$ cat config.mk
export PLATFORM = sky130hd
export DESIGN_NAME = matrix_multiplier_nxn
export DESIGN_NICKNAME = d
export VERILOG_FILES = /design/src/rtl/matmul_pkg.sv /design/src/rtl/matmul_mac.sv /design/src/rtl/matrix_multiplier_nxn.sv
export SDC_FILE = /design/constraint.sdc
export NUM_CORES = 2
export LEC_CHECK = 0
export BUFFER_PORTS_ARGS = -buffer_cell sky130_fd_sc_hd__buf_2
export CAP_MARGIN = 5
export CORE_MARGIN = 5
export CORE_UTILIZATION = 43
export CTS_BUF_LIST = sky130_fd_sc_hd__clkbuf_8
export DETAILED_ROUTE_END_ITERATION = 8
export PLACE_DENSITY_LB_ADDON = 0.12
export SETUP_SLACK_MARGIN = 0.4
export SLEW_MARGIN = 10
export SYNTH_ARGS = -nofsm -noshare
export SYNTH_HDL_FRONTEND = slang
export SYNTH_SLANG_ARGS = --single-unit
$ cat constraint.sdc
create_clock -name input_Clk -period 27.1 [get_ports input_Clk]
set_input_delay 8.13 -clock input_Clk [delete_from_list [all_inputs] [get_ports input_Clk]]
set_output_delay 8.13 -clock input_Clk [all_outputs]
set_load 0.02 [all_outputs]
$ cat src/rtl/matmul_pkg.sv
// Shared definitions for the NxN matrix multiplier.
//   state_e   : controller states (idle, operand load, compute, result done)
//   acc_width : result element width, 2*DATA_W + clog2(N)
//   elem_lsb  : bit offset of element (row, col) in a row-major packed matrix
package matmul_pkg;

  typedef enum logic [1:0] {
    StIdle,
    StLoad,
    StCompute,
    StDone
  } state_e;

  function automatic int unsigned acc_width(input int unsigned data_w, input int unsigned n);
    return 2 * data_w + $clog2(n);
  endfunction

  function automatic int unsigned elem_lsb(input int unsigned row, input int unsigned col,
                                           input int unsigned n, input int unsigned elem_w);
    return (row * n + col) * elem_w;
  endfunction

endpackage

$ cat src/rtl/matmul_mac.sv
// Single signed multiply-accumulate step for the matrix multiplier.
//   a_i, b_i      : signed operand elements (DATA_W)
//   first_i       : first inner-product term; seed comes from the C seed, not the accumulator
//   accumulate_i  : seed with c_prev_i (1) or zero (0) on the first term
//   c_prev_i      : current C(i,j) value
//   acc_i         : running partial sum
//   sum_o         : seed + sign-extended full-width product, modulo 2^ACC_W
module matmul_mac
  import matmul_pkg::*;
#(
  parameter int unsigned DATA_W = 32,
  parameter int unsigned ACC_W  = 65
) (
  input  logic signed [DATA_W-1:0] a_i,
  input  logic signed [DATA_W-1:0] b_i,
  input  logic                     first_i,
  input  logic                     accumulate_i,
  input  logic        [ACC_W-1:0]  c_prev_i,
  input  logic        [ACC_W-1:0]  acc_i,
  output logic        [ACC_W-1:0]  sum_o
);

  localparam int unsigned ProdW = 2 * DATA_W;
  localparam int unsigned ExtW  = ACC_W - ProdW;

  logic signed [ProdW-1:0] prod;
  logic        [ACC_W-1:0] prod_ext;
  logic        [ACC_W-1:0] seed;

  assign prod     = a_i * b_i;
  assign prod_ext = {{ExtW{prod[ProdW-1]}}, prod};

  always_comb begin
    seed = acc_i;
    if (first_i) begin
      seed = accumulate_i ? c_prev_i : '0;
    end
  end

  assign sum_o = seed + prod_ext;

endmodule

$ cat src/rtl/matrix_multiplier_nxn.sv
// Sequential NxN signed matrix multiplier, one MAC per cycle.
//   input_Clk / input_Reset : clock, asynchronous active-high reset
//   input_Start             : begin a transaction (honoured only in idle)
//   input_Stable            : operands valid on input_A / input_B (honoured only in load)
//   input_Accumulate        : 0 -> C = A*B, 1 -> C = C_prev + A*B
//   input_A / input_B       : row-major packed operand matrices, DATA_W per element
//   input_C_Ack             : consumer has taken the result
//   output_AB_Ack           : ready to capture operands
//   output_Busy             : not idle
//   output_Stable           : result valid on output_C
//   output_C                : row-major packed result, ACC_W per element
module matrix_multiplier_nxn
  import matmul_pkg::*;
#(
  parameter int unsigned N      = 2,
  parameter int unsigned DATA_W = 32,
  localparam int unsigned ACC_W = acc_width(DATA_W, N)
) (
  input  logic                      input_Clk,
  input  logic                      input_Reset,
  input  logic                      input_Start,
  input  logic                      input_Stable,
  input  logic                      input_Accumulate,
  input  logic [N*N*DATA_W-1:0]     input_A,
  input  logic [N*N*DATA_W-1:0]     input_B,
  input  logic                      input_C_Ack,
  output logic                      output_AB_Ack,
  output logic                      output_Busy,
  output logic                      output_Stable,
  output logic [N*N*ACC_W-1:0]      output_C
);

  localparam int unsigned CntW = $clog2(N);
  localparam logic [CntW-1:0] CntLast = CntW'(N - 1);
  localparam logic [CntW-1:0] CntOne  = CntW'(1);

  state_e                  state_q, state_d;
  logic [CntW-1:0]         cnt_i_q, cnt_i_d;
  logic [CntW-1:0]         cnt_j_q, cnt_j_d;
  logic [CntW-1:0]         cnt_k_q, cnt_k_d;
  logic [ACC_W-1:0]        acc_q, acc_d;
  logic [N*N*DATA_W-1:0]   a_q, a_d;
  logic [N*N*DATA_W-1:0]   b_q, b_d;
  logic                    mode_q, mode_d;
  logic [N*N*ACC_W-1:0]    c_q, c_d;
  logic                    ab_ack_q, ab_ack_d;
  logic                    busy_q, busy_d;
  logic                    stable_q, stable_d;

  logic [DATA_W-1:0]       a_elem;
  logic [DATA_W-1:0]       b_elem;
  logic [ACC_W-1:0]        c_elem;
  logic [ACC_W-1:0]        mac_sum;

  // Operand selection: A(i,k), B(k,j) and the C(i,j) seed for accumulate mode.
  assign a_elem = a_q[elem_lsb(32'(cnt_i_q), 32'(cnt_k_q), N, DATA_W) +: DATA_W];
  assign b_elem = b_q[elem_lsb(32'(cnt_k_q), 32'(cnt_j_q), N, DATA_W) +: DATA_W];
  assign c_elem = c_q[elem_lsb(32'(cnt_i_q), 32'(cnt_j_q), N, ACC_W) +: ACC_W];

  matmul_mac #(
    .DATA_W (DATA_W),
    .ACC_W  (ACC_W)
  ) u_mac (
    .a_i          (a_elem),
    .b_i          (b_elem),
    .first_i      (cnt_k_q == '0),
    .accumulate_i (mode_q),
    .c_prev_i     (c_elem),
    .acc_i        (acc_q),
    .sum_o        (mac_sum)
  );

  always_comb begin
    state_d = state_q;
    cnt_i_d = cnt_i_q;
    cnt_j_d = cnt_j_q;
    cnt_k_d = cnt_k_q;
    acc_d   = acc_q;
    a_d     = a_q;
    b_d     = b_q;
    mode_d  = mode_q;
    c_d     = c_q;

    unique case (state_q)
      StIdle: begin
        if (input_Start) begin
          state_d = StLoad;
        end
      end
      StLoad: begin
        if (ab_ack_q && input_Stable) begin
          a_d     = input_A;
          b_d     = input_B;
          mode_d  = input_Accumulate;
          cnt_i_d = '0;
          cnt_j_d = '0;
          cnt_k_d = '0;
          state_d = StCompute;
        end
      end
      StCompute: begin
        acc_d = mac_sum;
        if (cnt_k_q == CntLast) begin
          // Last inner term: the sum is final, commit it to C(i,j) on this edge.
          c_d[elem_lsb(32'(cnt_i_q), 32'(cnt_j_q), N, ACC_W) +: ACC_W] = mac_sum;
          cnt_k_d = '0;
          if (cnt_j_q == CntLast) begin
            cnt_j_d = '0;
            if (cnt_i_q == CntLast) begin
              cnt_i_d = '0;
              state_d = StDone;
            end else begin
              cnt_i_d = cnt_i_q + CntOne;
            end
          end else begin
            cnt_j_d = cnt_j_q + CntOne;
          end
        end else begin
          cnt_k_d = cnt_k_q + CntOne;
        end
      end
      StDone: begin
        if (input_C_Ack) begin
          state_d = StIdle;
        end
      end
      default: state_d = StIdle;
    endcase

    // Status outputs are registered copies of the next state.
    ab_ack_d = (state_d == StLoad);
    busy_d   = (state_d != StIdle);
    stable_d = (state_d == StDone);
  end

  always_ff @(posedge input_Clk or posedge input_Reset) begin
    if (input_Reset) begin
      state_q  <= StIdle;
      cnt_i_q  <= '0;
      cnt_j_q  <= '0;
      cnt_k_q  <= '0;
      acc_q    <= '0;
      a_q      <= '0;
      b_q      <= '0;
      mode_q   <= 1'b0;
      c_q      <= '0;
      ab_ack_q <= 1'b0;
      busy_q   <= 1'b0;
      stable_q <= 1'b0;
    end else begin
      state_q  <= state_d;
      cnt_i_q  <= cnt_i_d;
      cnt_j_q  <= cnt_j_d;
      cnt_k_q  <= cnt_k_d;
      acc_q    <= acc_d;
      a_q      <= a_d;
      b_q      <= b_d;
      mode_q   <= mode_d;
      c_q      <= c_d;
      ab_ack_q <= ab_ack_d;
      busy_q   <= busy_d;
      stable_q <= stable_d;
    end
  end

  assign output_AB_Ack = ab_ack_q;
  assign output_Busy   = busy_q;
  assign output_Stable = stable_q;
  assign output_C      = c_q;

endmodule

==> run_results.csv <==
group,metric,value,unit
yosys,synth_edf_count,0,
yosys,syn_nets,8445,
clock_tree,path_clk_slew,0.07,ns
placed_design,place.gp.congestion,0.971,
setup_path,worst_path_most_repeated_cell,"fa_1",
setup_path,max_stage_delay,1.02,ns
global_route,grt_pass1_vias,54377,
sta,period_share,0.522,
final_layout,final_cell_area,71300,um2
detailed_routing,wire_per_inst,25.7,um
final_layout,final_common_cell,"nand2_1",
final_layout,final_cell_mix,"nand2_1 (1595), fa_1 (1083), inv_1 (1055), dfrtp_1 (587), nor2_1 (559)",
clock_tree,htreeDepth,3,
clock_tree,cts_buffers,103,
setup_path,cp_max_fo,83,
detailed_routing,drtAntennaViolNets,0,
flow_run,drv_cap,0,
setup_path,cp_slowest_cell,"o21a_1",
global_route,antenna_found_initial,5,
global_route,grt_pass1_wl,360000,um
global_route,grt.overflow.total,0,
clock_tree,cts_tree,"built",
setup_path,cp-end-kind,"flop",
sta,min_period,14.15,ns
yosys,synth_ff_type,"dfrtp_1",
global_route,grt_usage,0.307,
detailed_routing,wl,238000,um
min_path,hold_class,"reg -> reg",
clock_tree,cts_sinks,590,
detailed_routing,drc,0,
die,dieArea,158000,um2
clock_tree,cts_resized,0,
die,boundaryPins,525,
placed_design,io_buffers,524,
sta,timing.fmax,70.7,MHz
final_layout,fin_nets,8818,
detailed_routing,initialDrtViolationCount,4018,
yosys,synthArstFlopShare,1.00,
clock_tree,cts_setup_buffers,0,
sta,maxSlewViolCount,0,
yosys,synth-seq-cells,590,
sta,setup_tns,0,ns
global_route,grt_max_degree,203,
clock_tree,clk_path_buf_depth,3,
placed_design,dpl.hpwl,182000,um
clock_tree,clkLatencyLatePin,0.84,ns
sta,rsz0062_at_grt,"false",
setup_path,cp-start-kind,"flop",
status,outcome,"finished clean",
placed_design,pre_cts_ws,13.03,ns
die,core_area,149000,um2
clock_tree,root_buffer,"clkbuf_8",
sta,fin_worst_skew,0.0993,ns
placed_design,placed_area,69200,um2
yosys,synth_cell_types,78,
detailed_routing,avgViaCountPerCell,5.50,
yosys,avgSynthCellArea,9.40,um2
sta,slew_headroom,0.225,
final_layout,fin_util,0.478,
die,fp.dieH,397,um
die,die_x,397,um
setup_path,crit_type,"reg -> reg",
detailed_routing,via_count,50822,
setup_path,worstPathArrival,14.86,ns
die,num_rows,142,
yosys,yosys-top-cells-area,"fa_1 (34%), dfrtp_1 (23%), nand2_1 (9.3%), inv_1 (5.9%), ha_1 (4.9%)",
sta,fin_ws,12.95,ns
yosys,netlist.area_leader.share,0.337,
sta,setup_violations,0,
yosys,synth_cells,6847,
sta,hold_viol,0,
die,initial_utilization,0.431,
setup_path,required,27.81,ns
clock_tree,cts_hold_buf,0,
yosys,syn_area,64400,um2
final_layout,areaGrowthSynthToFinish,10.8,%
setup_path,cp_top_family,"adder cells",
sta,worstMarginPinSlew,1.16,ns
yosys,yosysTopAreaCell,"fa_1",
final_layout,drive_gt1_frac,0.138,
yosys,ys_warn_count,0,
yosys,ys_seq_area_frac,0.229,
detailed_routing,first_pass_iters,6,
setup_path,cp_num_buf_inv,5,
==> layout make-up <==
class | count | area [um2]
multi-input combinational | 4852 | 44500
antenna | 6 | 15.0
inverter | 1022 | 3840
clock inverter | 53 | 354
timing repair buffer | 651 | 3600
fill | 14418 | 77900
clock buffer | 130 | 1790
tap | 1944 | 2430
sequential | 590 | 14800
==> state kept, by name, indices dropped and copies added, names as in the netlist <==
name	flops
mode_q	1
acc_q	65
b_q	128
output_C	260
output_Stable	1
cnt_i_q	1
state_q	2
output_Busy	1
output_AB_Ack	1
a_q	128
cnt_k_q	1
cnt_j_q	1
==> per-layer routing <==
metal / GRT usage / wire, um / part of all wire
met1: 0.403 / 94900 / 0.40
met3: 0.0761 / 20900 / 0.088
met4: 0.114 / 10200 / 0.043
met2: 0.494 / 112000 / 0.47
met5: 0 / 27 / 0.00011
==> stage by stage <==
step                      std cells  hold slack [ns]
after floorplan                6847            0.438
after global placement         9059            0.454
after detailed placement       9059            0.456
after CTS                      9242            0.474
after global routing           9246            0.485
final                          9248            0.467
==> worst register-to-register path: cells and delay by family, from the launching register on <==
| kind | cells | cell delay (ns) |
|---|---|---|
| AO/OA/AOI/OAI | 15 | 4.93 |
| adder cells (fa/ha/maj) | 10 | 4.94 |
| flip-flops | 1 | 0.98 |
| AND/OR/NAND/NOR | 5 | 1.06 |
| buffers and inverters | 5 | 1.53 |
| XOR/XNOR | 2 | 0.65 |
==> synth_stat cells, types with 9 or more instances <==
master	n
nor2b_1	13
a31oi_1	23
mux2_2	62
o21ai_0	119
nand2b_1	16
clkbuf_1	338
a21oi_1	120
o21ai_1	55
nand2_1	1595
xnor2_1	88
mux2i_1	57
buf_1	36
o21bai_1	20
nand4_1	20
inv_1	1020
o21a_1	73
dfrtp_1	590
and2_1	31
mux4_2	73
a22o_1	267
ha_1	253
o211ai_1	9
nor3_1	23
nand3_1	36
and3_1	9
xor2_1	40
a211oi_1	9
nor2_1	560
o31ai_1	9
a21o_1	79
fa_1	1083
==> logic make-up after synthesis <==
logic type	share of synthesized area
and+or+nand+nor	0.142
buffers and inverters	0.0821
adders and majority gates	0.386
AOI/OAI and AO/OA	0.0976
DFF	0.229
muxes	0.0453
xor gates and xnor gates	0.0177
==> final timing paths <==
kind / depth (start not counted) / startpoint / slack, ns / to
max in group asynchronous: 4 / input_Reset / 17.29 / output_C[186]$_DFFE_PP0P_
worst min register to register: 2 / a_q[3]$_DFFE_PP0P_ / 0.47 / a_q[3]$_DFFE_PP0P_
worst max-delay path: 37 / cnt_k_q$_DFFE_PP0P_ / 12.95 / output_C[111]$_DFFE_PP0P_
min in group asynchronous: 2 / input_Reset / 7.42 / output_C[141]$_DFFE_PP0P_
worst min-delay path: 2 / a_q[3]$_DFFE_PP0P_ / 0.47 / a_q[3]$_DFFE_PP0P_
worst max register to register: 37 / cnt_k_q$_DFFE_PP0P_ / 12.95 / output_C[111]$_DFFE_PP0P_
Power is not shown: default switching activity piles up to over one toggle a cycle in this logic, so the estimate is an artifact.
